File: config.mk
export PLATFORM = sky130hd
export DESIGN_NAME = instr_encoder
export DESIGN_NICKNAME = d
export VERILOG_FILES = /design/src/rtl/instr_encoder.sv
export SDC_FILE = /design/constraint.sdc
export NUM_CORES = 1
export LEC_CHECK = 0
export BUFFER_PORTS_ARGS = -buffer_cell sky130_fd_sc_hd__buf_2
export CELL_PAD_IN_SITES_DETAIL_PLACEMENT = 1
export CELL_PAD_IN_SITES_GLOBAL_PLACEMENT = 1
export CORE_MARGIN = 10
export CORE_UTILIZATION = 37
export CTS_CLUSTER_DIAMETER = 60
export DETAILED_ROUTE_END_ITERATION = 6
export PLACE_DENSITY_LB_ADDON = 0.1
export SLEW_MARGIN = 0
export SYNTH_ARGS = -nofsm -noshare
export SYNTH_HDL_FRONTEND = slang
export SYNTH_SLANG_ARGS = --single-unit
File: constraint.sdc
create_clock -name clk -period 2.2 [get_ports clk]
set_input_delay 0.44 -clock clk [delete_from_list [all_inputs] [get_ports clk]]
set_output_delay 0.44 -clock clk [all_outputs]
set_load 0.05 [all_outputs]
File: src/rtl/instr_encoder.sv
// Field-level RV32I instruction encoder that streams packed words into
// consecutive instruction-memory slots through a registered write port.
module instr_encoder #(
    parameter int unsigned ADDR_W    = 9,
    parameter int unsigned BASE_ADDR = 0
) (
    input  logic              clk,
    input  logic              reset,
    input  logic              start,
    input  logic              finish,
    input  logic              in_valid,
    output logic              in_ready,
    input  logic [2:0]        in_kind,
    input  logic [2:0]        in_funct3,
    input  logic              in_funct7b5,
    input  logic [4:0]        in_rd,
    input  logic [4:0]        in_rs1,
    input  logic [4:0]        in_rs2,
    input  logic [11:0]       in_imm,
    output logic              mem_we,
    output logic [ADDR_W-1:0] mem_addr,
    output logic [31:0]       mem_wdata,
    output logic [ADDR_W:0]   count,
    output logic              busy,
    output logic              done,
    output logic              err
);

    localparam int unsigned   CNT_W = ADDR_W + 1;
    localparam logic [CNT_W-1:0] DEPTH = CNT_W'(1) << ADDR_W;

    localparam logic [2:0] K_R  = 3'd0;
    localparam logic [2:0] K_I  = 3'd1;
    localparam logic [2:0] K_LW = 3'd2;
    localparam logic [2:0] K_SW = 3'd3;
    localparam logic [2:0] K_BR = 3'd4;

    localparam logic [6:0] OP_R  = 7'b0110011;
    localparam logic [6:0] OP_I  = 7'b0010011;
    localparam logic [6:0] OP_LW = 7'b0000011;
    localparam logic [6:0] OP_SW = 7'b0100011;
    localparam logic [6:0] OP_BR = 7'b1100011;

    typedef enum logic [1:0] {
        S_IDLE = 2'd0,
        S_LOAD = 2'd1,
        S_DONE = 2'd2
    } state_t;

    state_t           state;
    state_t           state_nxt;
    logic             accept;
    logic             legal;
    logic [CNT_W-1:0] count_inc;
    logic [31:0]      enc_word;

    assign in_ready  = (state == S_LOAD) && (count != DEPTH) && !start;
    assign accept    = in_valid && in_ready;
    assign legal     = (in_kind <= K_BR);
    assign count_inc = count + CNT_W'(1);
    assign busy      = (state == S_LOAD);
    assign done      = (state == S_DONE);

    // Field packing; fields a kind does not use never reach the word
    always_comb begin
        enc_word = '0;
        case (in_kind)
            K_R:  enc_word = {1'b0, in_funct7b5, 5'b00000, in_rs2, in_rs1,
                              in_funct3, in_rd, OP_R};
            K_I:  enc_word = {in_imm, in_rs1, in_funct3, in_rd, OP_I};
            K_LW: enc_word = {in_imm, in_rs1, 3'b010, in_rd, OP_LW};
            K_SW: enc_word = {in_imm[11:5], in_rs2, in_rs1, 3'b010,
                              in_imm[4:0], OP_SW};
            // in_imm holds the byte offset [12:1], so imm[11] is offset[12]
            K_BR: enc_word = {in_imm[11], in_imm[9:4], in_rs2, in_rs1, 3'b000,
                              in_imm[3:0], in_imm[10], OP_BR};
            default: enc_word = '0;
        endcase
    end

    always_ff @(posedge clk or negedge reset) begin
        if (!reset) state <= S_IDLE;
        else        state <= state_nxt;
    end

    // Next state; start outranks finish and the last-slot fill
    always_comb begin
        state_nxt = state;
        case (state)
            S_IDLE: if (start) state_nxt = S_LOAD;
            S_LOAD: begin
                if (start)
                    state_nxt = S_LOAD;
                else if (finish || (accept && legal && (count_inc == DEPTH)))
                    state_nxt = S_DONE;
            end
            S_DONE: if (start) state_nxt = S_LOAD;
            default: state_nxt = S_IDLE;
        endcase
    end

    // Write port, word counter and sticky illegal-kind flag
    always_ff @(posedge clk or negedge reset) begin
        if (!reset) begin
            mem_we    <= 1'b0;
            mem_addr  <= '0;
            mem_wdata <= '0;
            count     <= '0;
            err       <= 1'b0;
        end else begin
            mem_we <= 1'b0;
            if (start) begin
                count <= '0;
                err   <= 1'b0;
            end else if (accept) begin
                if (legal) begin
                    mem_we    <= 1'b1;
                    mem_addr  <= ADDR_W'(BASE_ADDR) + count[ADDR_W-1:0];
                    mem_wdata <= enc_word;
                    count     <= count_inc;
                end else begin
                    err <= 1'b1;
                end
            end
        end
    end

endmodule
; Yosys cells after proc, flatten, opt, wreduce, memory -nomap -nowiden
; Index checks and enable logic that the tools add are counted.
; Widths: inputs -> output; s select.
[classes]
add_sub_neg = 1
multipliers = 0
div_mod_pow = 0
order_cmp = 1
n_eq_ne = 11
n_shift = 0
mux = 14
n_bitwise = 1
reduce_logical = 16
[ops]
columns = cell, n
row1 = $pmux 32 s5, 1
row2 = $mux 10, 3
row3 = $add 10x1->10 const B, 1
row4 = $eq 10x10->1 const B, 1
row5 = $ne 10x10->1 const B, 1
row6 = $eq 3x2->1 const B, 2
row7 = $mux 1, 6
row8 = $mux 2, 3
row9 = $reduce_and 2->1, 3
row10 = $logic_and 1x1->1, 5
row11 = $pmux 2 s2, 1
row12 = $reduce_bool 2->1, 2
row13 = $eq 3x1->1 const B, 1
row14 = $eq 3x3->1 const B, 1
row15 = $le 3x3->1 const B, 1
row16 = $logic_not 3->1, 1
row17 = $ne 3x2->1 const B, 1
row18 = $reduce_and 3->1, 1
row19 = $eq 2x1->1 const B, 1
row20 = $eq 2x2->1 const B, 1
row21 = $logic_not 2->1, 1
row22 = $ne 2x1->1 const B, 1
row23 = $ne 2x2->1 const B, 1
row24 = $reduce_or 2->1, 1
row25 = other kinds (3), 3
[word_totals]
regBits = 55
latch_bits = 0
ram_bits = 0
rom_bits = 0
input_bits = 39
out_inout_bits = 56
word_cells = 50
n_memories = 0

; Longest topological paths before layout
; Gate-level depths: netlist of run 1.
[logic_depth]
ltp_word = 10
depth_mapped = 9
depth_no_buf = 8

; Worst setup path before layout of run 1
; OpenSTA, ideal clock, no wires.
[synth_path]
path_kind = register -> register
start = register count[0]
end = register state[0]
t_arrival_ns = 2.169
required_ns = 2.076
slack_ns = -0.093
path_stages_with_launch = 7
period_less_slack_ns = 2.293
path_cell_list = dfrtp_1 ha_1 nand3_1 or3_1 a2111oi_0 a21boi_1 a211o_1
[synth_via]
elab_chain_cells = 9
word_cells_on_any_way = 11
[synth_lines]
columns = item, line_no
row1 = start: declaration, 23  ; output logic [ADDR_W:0] count,
row2 = start signal: assignment, 120  ; count <= count_inc;
row3 = "parallel branches: the longest is 5 deep, another holds $add 10x1->10", --
row4 = $logic_and 1x1->1 (*), 94  ; else if (finish || (accept && legal && (count_inc == DEPTH)))
row5 = $logic_or 1x1->1 (*), 94
row6 = $ne 3x2->1 (no line) (*), --
row7 = $reduce_and 2->1 (no line) (*), --
row8 = end signal: assignment, 83  ; else state <= state_nxt;
row9 = end: declaration, 50  ; state_t state;
; Every way passes the cells marked *.
; A chain may end at the register's enable or synchronous reset.

; Final worst setup path of run 1
[layout_path]
start = register count[7]
end = output in_ready
[layout_via]
elab_chain_cells = 3
[layout_lines]
columns = item, line_no
row1 = $ne 10x10->1, 57  ; assign in_ready = (state == S_LOAD) && (count != DEPTH) && !start;
row2 = $logic_and 1x1->1 (2 in series), 57
row3 = end: declaration, 12  ; output logic in_ready,
; Every way passes these cells.

==> metrics, run 1 <==
Max Slew Vio Count=0; R2R depth=7; vias=2700; clock transition at the registers of the reported paths=around 90 ps; worst hold path class=in2async; crit-path max cell delay=about 580 ps; gr usage total=between 15 and 20%; GPL Wtd Cong=~0.8; CTS HTree Levels=2; Core Util, Final=between 40% and 50%; post-DR wirelength/cell=~18 µm; # port buffers=92; clock buffer count from CTS=5; Fmax=459.3 MHz; Critical Path Sink Type=primary output; initial antenna violation count=0; Starting Density=between 30% and 40%; Worst Skew=7.319 ps; clk_lat worst skew=310 ps; Slew @ Worst Pin=540.7 ps; RSZ-0062 raised after global routing=yes; Mapped Cells=302; largest net degree at the start of global routing=36; Die Ht=~110 µm; Starting DRT DRC Count=55; Yosys top cell area share=between 40% and 50%; post-route ant nets=0; Lkg Pwr=1.728 nW; # rows=31; proportion of layout cells with a drive suffix above 1=36.96%; fin crit period=approximately 2200 ps; max-capacitance violation count=0; largest area contributor in the netlist=dfrtp_1; 1st-pass router iterations=4; Post-synth EDFFs=0; Area Growth Syn to Fin=30.34%; Tcrit/Tclk final=between 90% and 100%; status=finished, final reports clean; critical path peak fanout=3; Remaining Overflow, GRT=0; synth warn=0; worst flop-to-flop path endpoint=state[1]$_DFFE_PN0P_; Syn Std Cell Area=between 0.002 and 0.003 mm²; Avg Cell Area, Syn=approximately 9 µm²; Max clock buf depth=2; PD cells=roughly 780 mW/mm²; vias per cell=between 5 and 6; root buf cell=clkbuf_8; crit path launch type=register; Layout Nets=about 460; ys flop type=dfrtp_1; WL final=9.064 mm; die span in x=around 110 µm; endpoints failing setup=0; I/O pin cnt=95; headroom to the max-slew limit=about 64%; # DRC=0; Reg-to-Reg Start=count[1]$_DFFE_PN0P_; total power=about 0.0028 W; Seq/Total Area, Yosys=a little under half; Final Hold Violating Endpoints=0; Bufs and invs on worst path=1; Die Footprint=around 0.011 mm²; clk sink count=52; Synth area leaders=dfrtp_1 47%, nand2_1 7.2%, nand3_1 3.4%; cell family with most CP delay=simple AND/OR/NAND/NOR gates; crit-path cells=or4_4, o31a_1, buf_6; CTS tree=built; Critical Path AT=between 1500 and 2000 ps; most common cell after layout, fill and taps aside=buf_2; most frequent cells in the layout=91 x buf_2, 53 x nand2_1, 45 x dfrtp_1, 32 x buf_4, 19 x nand3_1; CP max stage cell=or4_4; reg-to-reg setup timing slack=between 100 and 150 ps; dpl hpwl=around 7 mm; synth unique cells=54; Core ar.=0.007253 mm²; async set-reset flop share out of synthesis=100.0%; first-pass GRT wire length=approximately 15 mm; vias in the first global route=2937; # diodes=0; Layout fillers=910; FF+latch count, synth=52; Peak VDD IR=0.3025 mV; critical path class=reg2out; Req. time, crit path=approximately 1800 ps
-- cell usage after synthesis (2+ instances only) --
| cell | n |
|---|---|
| nor3_1 | 9 |
| nor2b_1 | 14 |
| xnor2_1 | 3 |
| clkbuf_1 | 8 |
| buf_6 | 5 |
| a22oi_1 | 6 |
| ha_1 | 3 |
| nand3_1 | 19 |
| a31oi_1 | 3 |
| or3_1 | 2 |
| a21oi_1 | 16 |
| o31ai_1 | 4 |
| a22o_1 | 2 |
| dfrtp_1 | 52 |
| a221oi_1 | 5 |
| and3_1 | 3 |
| o221ai_1 | 5 |
| nand4_1 | 7 |
| or2_2 | 2 |
| nor2_1 | 18 |
| o21a_1 | 5 |
| buf_2 | 6 |
| o21ai_0 | 17 |
| nand2_1 | 53 |
| buf_4 | 3 |
| inv_1 | 4 |
-- what timing repair did --
| item | 4_1_cts | 5_1_grt |
|---|---|---|
| endpoints found under the setup margin | 1 | 22 |
| hold buffers | 0 | 0 |
| resized for setup | 2 | 7 |
| pin swaps | 1 | 1 |
| buffers inserted | 3 | 0 |
-- area by class of cell --
cell class,instances,area (µm²),share of cell area (%)
Tap cell,99,123.9,3.429
Inverter,5,26.28,0.7274
Clock buffer,7,86.33,2.390
Timing Repair Buffer,126,742.0,20.54
Clock inverter,1,7.507,0.2078
Multi-Input combinational cell,223,1316,36.44
Sequential cell,52,1310,36.27
-- layer usage --
layer  part of all wire (%)  track usage (%)  vias up
li1                       -                -     1292
met1                     43            18.54     1326
met2                     51            28.00       73
met3                    5.7            4.529        9
met4                   0.88            3.191        0
met5                      0                0        -
-- report_power, final --
group / switching (W) / total (W) / internal (W)
clock network: 0.000317 / 0.000573 / 0.000256
logic: 0.000790 / 0.00105 / 0.000263
registers: 0.0000877 / 0.00118 / 0.00110
total: 0.00119 / 0.00281 / 0.00162
-- flip-flops by register name (all words and copies together) (netlist names) --
| signal | flops |
|---|---|
| mem_addr | 9 |
| state | 2 |
| count | 10 |
| mem_we | 1 |
| err | 1 |
| mem_wdata | 29 |
-- metrics by stage --
step,area (µm²),hold WS [ps],std cells,setup WS (ps),setup TNS [ps]
3_5_place_dp,3471,425.9,502,40.93,0
6_report,3612,86.22,513,22.63,0
4_1_cts,3593,91.05,513,5.124,0
3_3_place_gp,3471,422.7,502,94.17,0
5_1_grt,3612,109.5,513,-22.65,-35.44
2_1_floorplan,2784,144.4,303,32.73,0
-- how the worst max path moves through the flow --
stage                         start                         to  slack (ps)  cells after the start
3_5_place_dp   count[0]$_DFFE_PN0P_       state[1]$_DFFE_PN0P_          40                      7
6_report       count[7]$_DFFE_PN0P_                   in_ready          20                      3
2_1_floorplan  count[5]$_DFFE_PN0P_  mem_wdata[10]$_DFFE_PN0P_          30                      7
5_1_grt        count[7]$_DFFE_PN0P_                   in_ready         -20                      3
3_3_place_gp   count[1]$_DFFE_PN0P_       state[1]$_DFFE_PN0P_          90                      7
4_1_cts        count[0]$_DFFE_PN0P_                   in_ready           5                      6
-- cell families (layout without fill, tap and decap cells) --
kind of cell,after synthesis,count (layout),synth area share (%)
AND/OR/NAND/NOR,137,137,24.11
AO/OA/AOI/OAI,77,77,20.27
flip-flops,52,52,46.95
buffers and inverters,28,139,5.914
XOR/XNOR,4,4,1.264
adder cells (fa/ha/maj),3,3,1.355
other,1,2,0.1353
Power figures use the tool's default switching activity.
==> inputs of run 2 (changes only) <==
- CORE_MARGIN: 10 -> 3
- MAX_ROUTING_LAYER: default -> met4
==> run 2 against run 1 <==
Die area down 25%; sequential share of layout area increased by 0.55 points; register-to-register slack lost 90 ps; routed wire length down 6.5%; cell area decreased by 1.5%; clock-buffer cell count shrank 1; sequential power about the same; non-clock buffer count is 7 lower; power grew 0.99%; worst setup slack gained 16 ps; clock power grew 5.1%.
==> metrics, run 2 (synthesized netlist as in run 1, its figures left out) <==
status=finished, final reports clean; sequential share of power=a little over two fifths; I/O pin cnt=95; most common cell after layout, fill and taps aside=buf_2; switching portion of total power=between 40% and 50%; PD cells=around 800 mW/mm²; Max clock buf depth=2; reg-to-reg setup timing slack=around 38 ps; critical path class=reg2reg; hold buffers post-CTS=0; Starting Density=between 30% and 40%; Bufs and invs on worst path=2; root buf cell=clkbuf_8; critical path's most frequent cell=o21ai_0; endpoints failing setup=0; Biggest register=mem_wdata; Multi-input gate area=about 0.0013 mm²; Worst Skew=a little over 5 ps; dpl hpwl=between 6 and 7 mm; Critical Path Sink Type=register; RSZ-0062 raised after global routing=no; NetSw=0.001217 W; Clock Power Share=21.2%; first-pass GRT wire length=about 14 mm; cell-internal power=approximately 0.0016 W; Die Footprint=around 0.0086 mm²; # DRC=0; Peak VDD IR=~0.42 mV; post-route ant nets=0; Lkg Pwr=approximately 1.7 nW; vias=roughly 2700; headroom to the max-slew limit=roughly three fifths; vias in the first global route=around 2800; setup TNS=0 ps; vias per cell=5.437; Req. time, crit path=roughly 2400 ps; Final Hold Violating Endpoints=0; worst hold path class=in2async; clock transition at the registers of the reported paths=about 100 ps; Area Growth Syn to Fin=28.40%; clock buffer count from CTS=5; most frequent cells in the layout=91 x buf_2, 53 x nand2_1, 45 x dfrtp_1, 23 x buf_4, 19 x nand3_1; clk sink count=52; gr usage total=a little over 20%; worst flop-to-flop path endpoint=count[5]$_DFFE_PN0P_; largest registers=mem_wdata (29), count (10), mem_addr (9); crit-path max cell delay=between 500 and 600 ps; # port buffers=92; GPL Wtd Cong=around 0.81; crit path launch type=register; post-DR wirelength/cell=16.85 µm; CTS tree=built; Core Util, Final=about half; post-route insts no fill=503; WL final=roughly 8.5 mm; Logic pwr share=a little under two fifths; worst hold margin=around 87 ps; Tcrit/Tclk final=a little over nine tenths; Fmax=about 460 MHz; Remaining Overflow, GRT=0; critical path peak fanout=6; cell family with most CP delay=compound AO/OA/AOI/OAI gates; Layout Nets=448; Largest register FFs=29; Reg-to-Reg Start=count[8]$_DFFE_PN0P_; # rows=30; Final WS setup=38.27 ps; max-capacitance violation count=0; cell count after placement=490; Starting DRT DRC Count=81; CTS HTree Levels=2; Slew @ Worst Pin=approximately 580 ps; Place WS=about 95 ps; Storage cell area=about 0.0013 mm²; fin crit period=~2200 ps; R2R depth=7; Die Ht=92.55 µm; proportion of layout cells with a drive suffix above 1=a little over a third; CP max stage cell=or4_4; Critical Path AT=2340 ps; # diodes=0; die span in x=92.55 µm; initial antenna violation count=0; Layout fillers=between 800 and 900; clk_lat worst skew=310 ps; 1st-pass router iterations=4; crit-path cells=or4_4, buf_4, o311ai_4, buf_6, nor3_1, o21ai_0, o21ai_0; Max Slew Vio Count=0; Core ar.=0.007019 mm²; largest net degree at the start of global routing=36
run 2: per-stage QoR:
step,power (W),instance area [µm²]
6_report,0.002838,3558
3_3_place_gp,0.002237,3400
5_1_grt,0.002984,3558
4_1_cts,0.002861,3517
2_1_floorplan,0.001954,2784
3_5_place_dp,0.002256,3400
run 2: worst max path at each step:
stage / start / endpoint / slack [ps] / depth (start not counted)
after floorplan: count[5]$_DFFE_PN0P_ / mem_wdata[10]$_DFFE_PN0P_ / 30 / 7
after global placement: count[0]$_DFFE_PN0P_ / state[0]$_DFFE_PN0P_ / 150 / 6
after detailed placement: count[0]$_DFFE_PN0P_ / state[1]$_DFFE_PN0P_ / 90 / 6
after CTS: count[0]$_DFFE_PN0P_ / in_ready / 10 / 5
after global routing: count[1]$_DFFE_PN0P_ / count[5]$_DFFE_PN0P_ / 0.9 / 9
final: count[8]$_DFFE_PN0P_ / count[5]$_DFFE_PN0P_ / 40 / 7
run 2: cell type report:
cell class / instances / share of cell area [%]
well taps: 96 / 3.376
flip-flops and latches: 52 / 36.81
inverters: 5 / 0.6681
clock buffers: 6 / 2.321
multi-input cells: 223 / 36.85
clock inverters: 2 / 0.3868
repair buffers: 119 / 19.59
run 2: timing repair:
action,in CTS,in global routing
gates resized for setup,2,9
setup endpoints to repair,1,29
hold endpoints to repair,0,0
buffers inserted,2,3
pin swaps,1,4
run 2: worst register-to-register path: cells and delay by family, from the launching register on:
kind                   cells  cell delay (ps)
AO/OA/AOI/OAI              3              660
buffers and inverters      2              340
flip-flops                 1              430
AND/OR/NAND/NOR            2              590
run 2: per-layer routing:
| layer | GRT usage (%) | share of wire [%] | up-vias |
|---|---|---|---|
| met5 | - | 0 | - |
| met4 | 5.446 | 0.84 | 0 |
| met3 | 3.331 | 4.8 | 6 |
| met2 | 35.89 | 52 | 82 |
| met1 | 24.36 | 43 | 1370 |
| li1 | - | - | 1277 |
run 2: power by group through the flow:
stage               sequential, W  clock (W)  combinational, W
floorplan                 0.00168          0          0.000270
global placement          0.00120          0           0.00104
detailed placement        0.00120          0           0.00105
CTS                       0.00119   0.000620           0.00106
global route              0.00121   0.000661           0.00112
finish                    0.00119   0.000602           0.00105
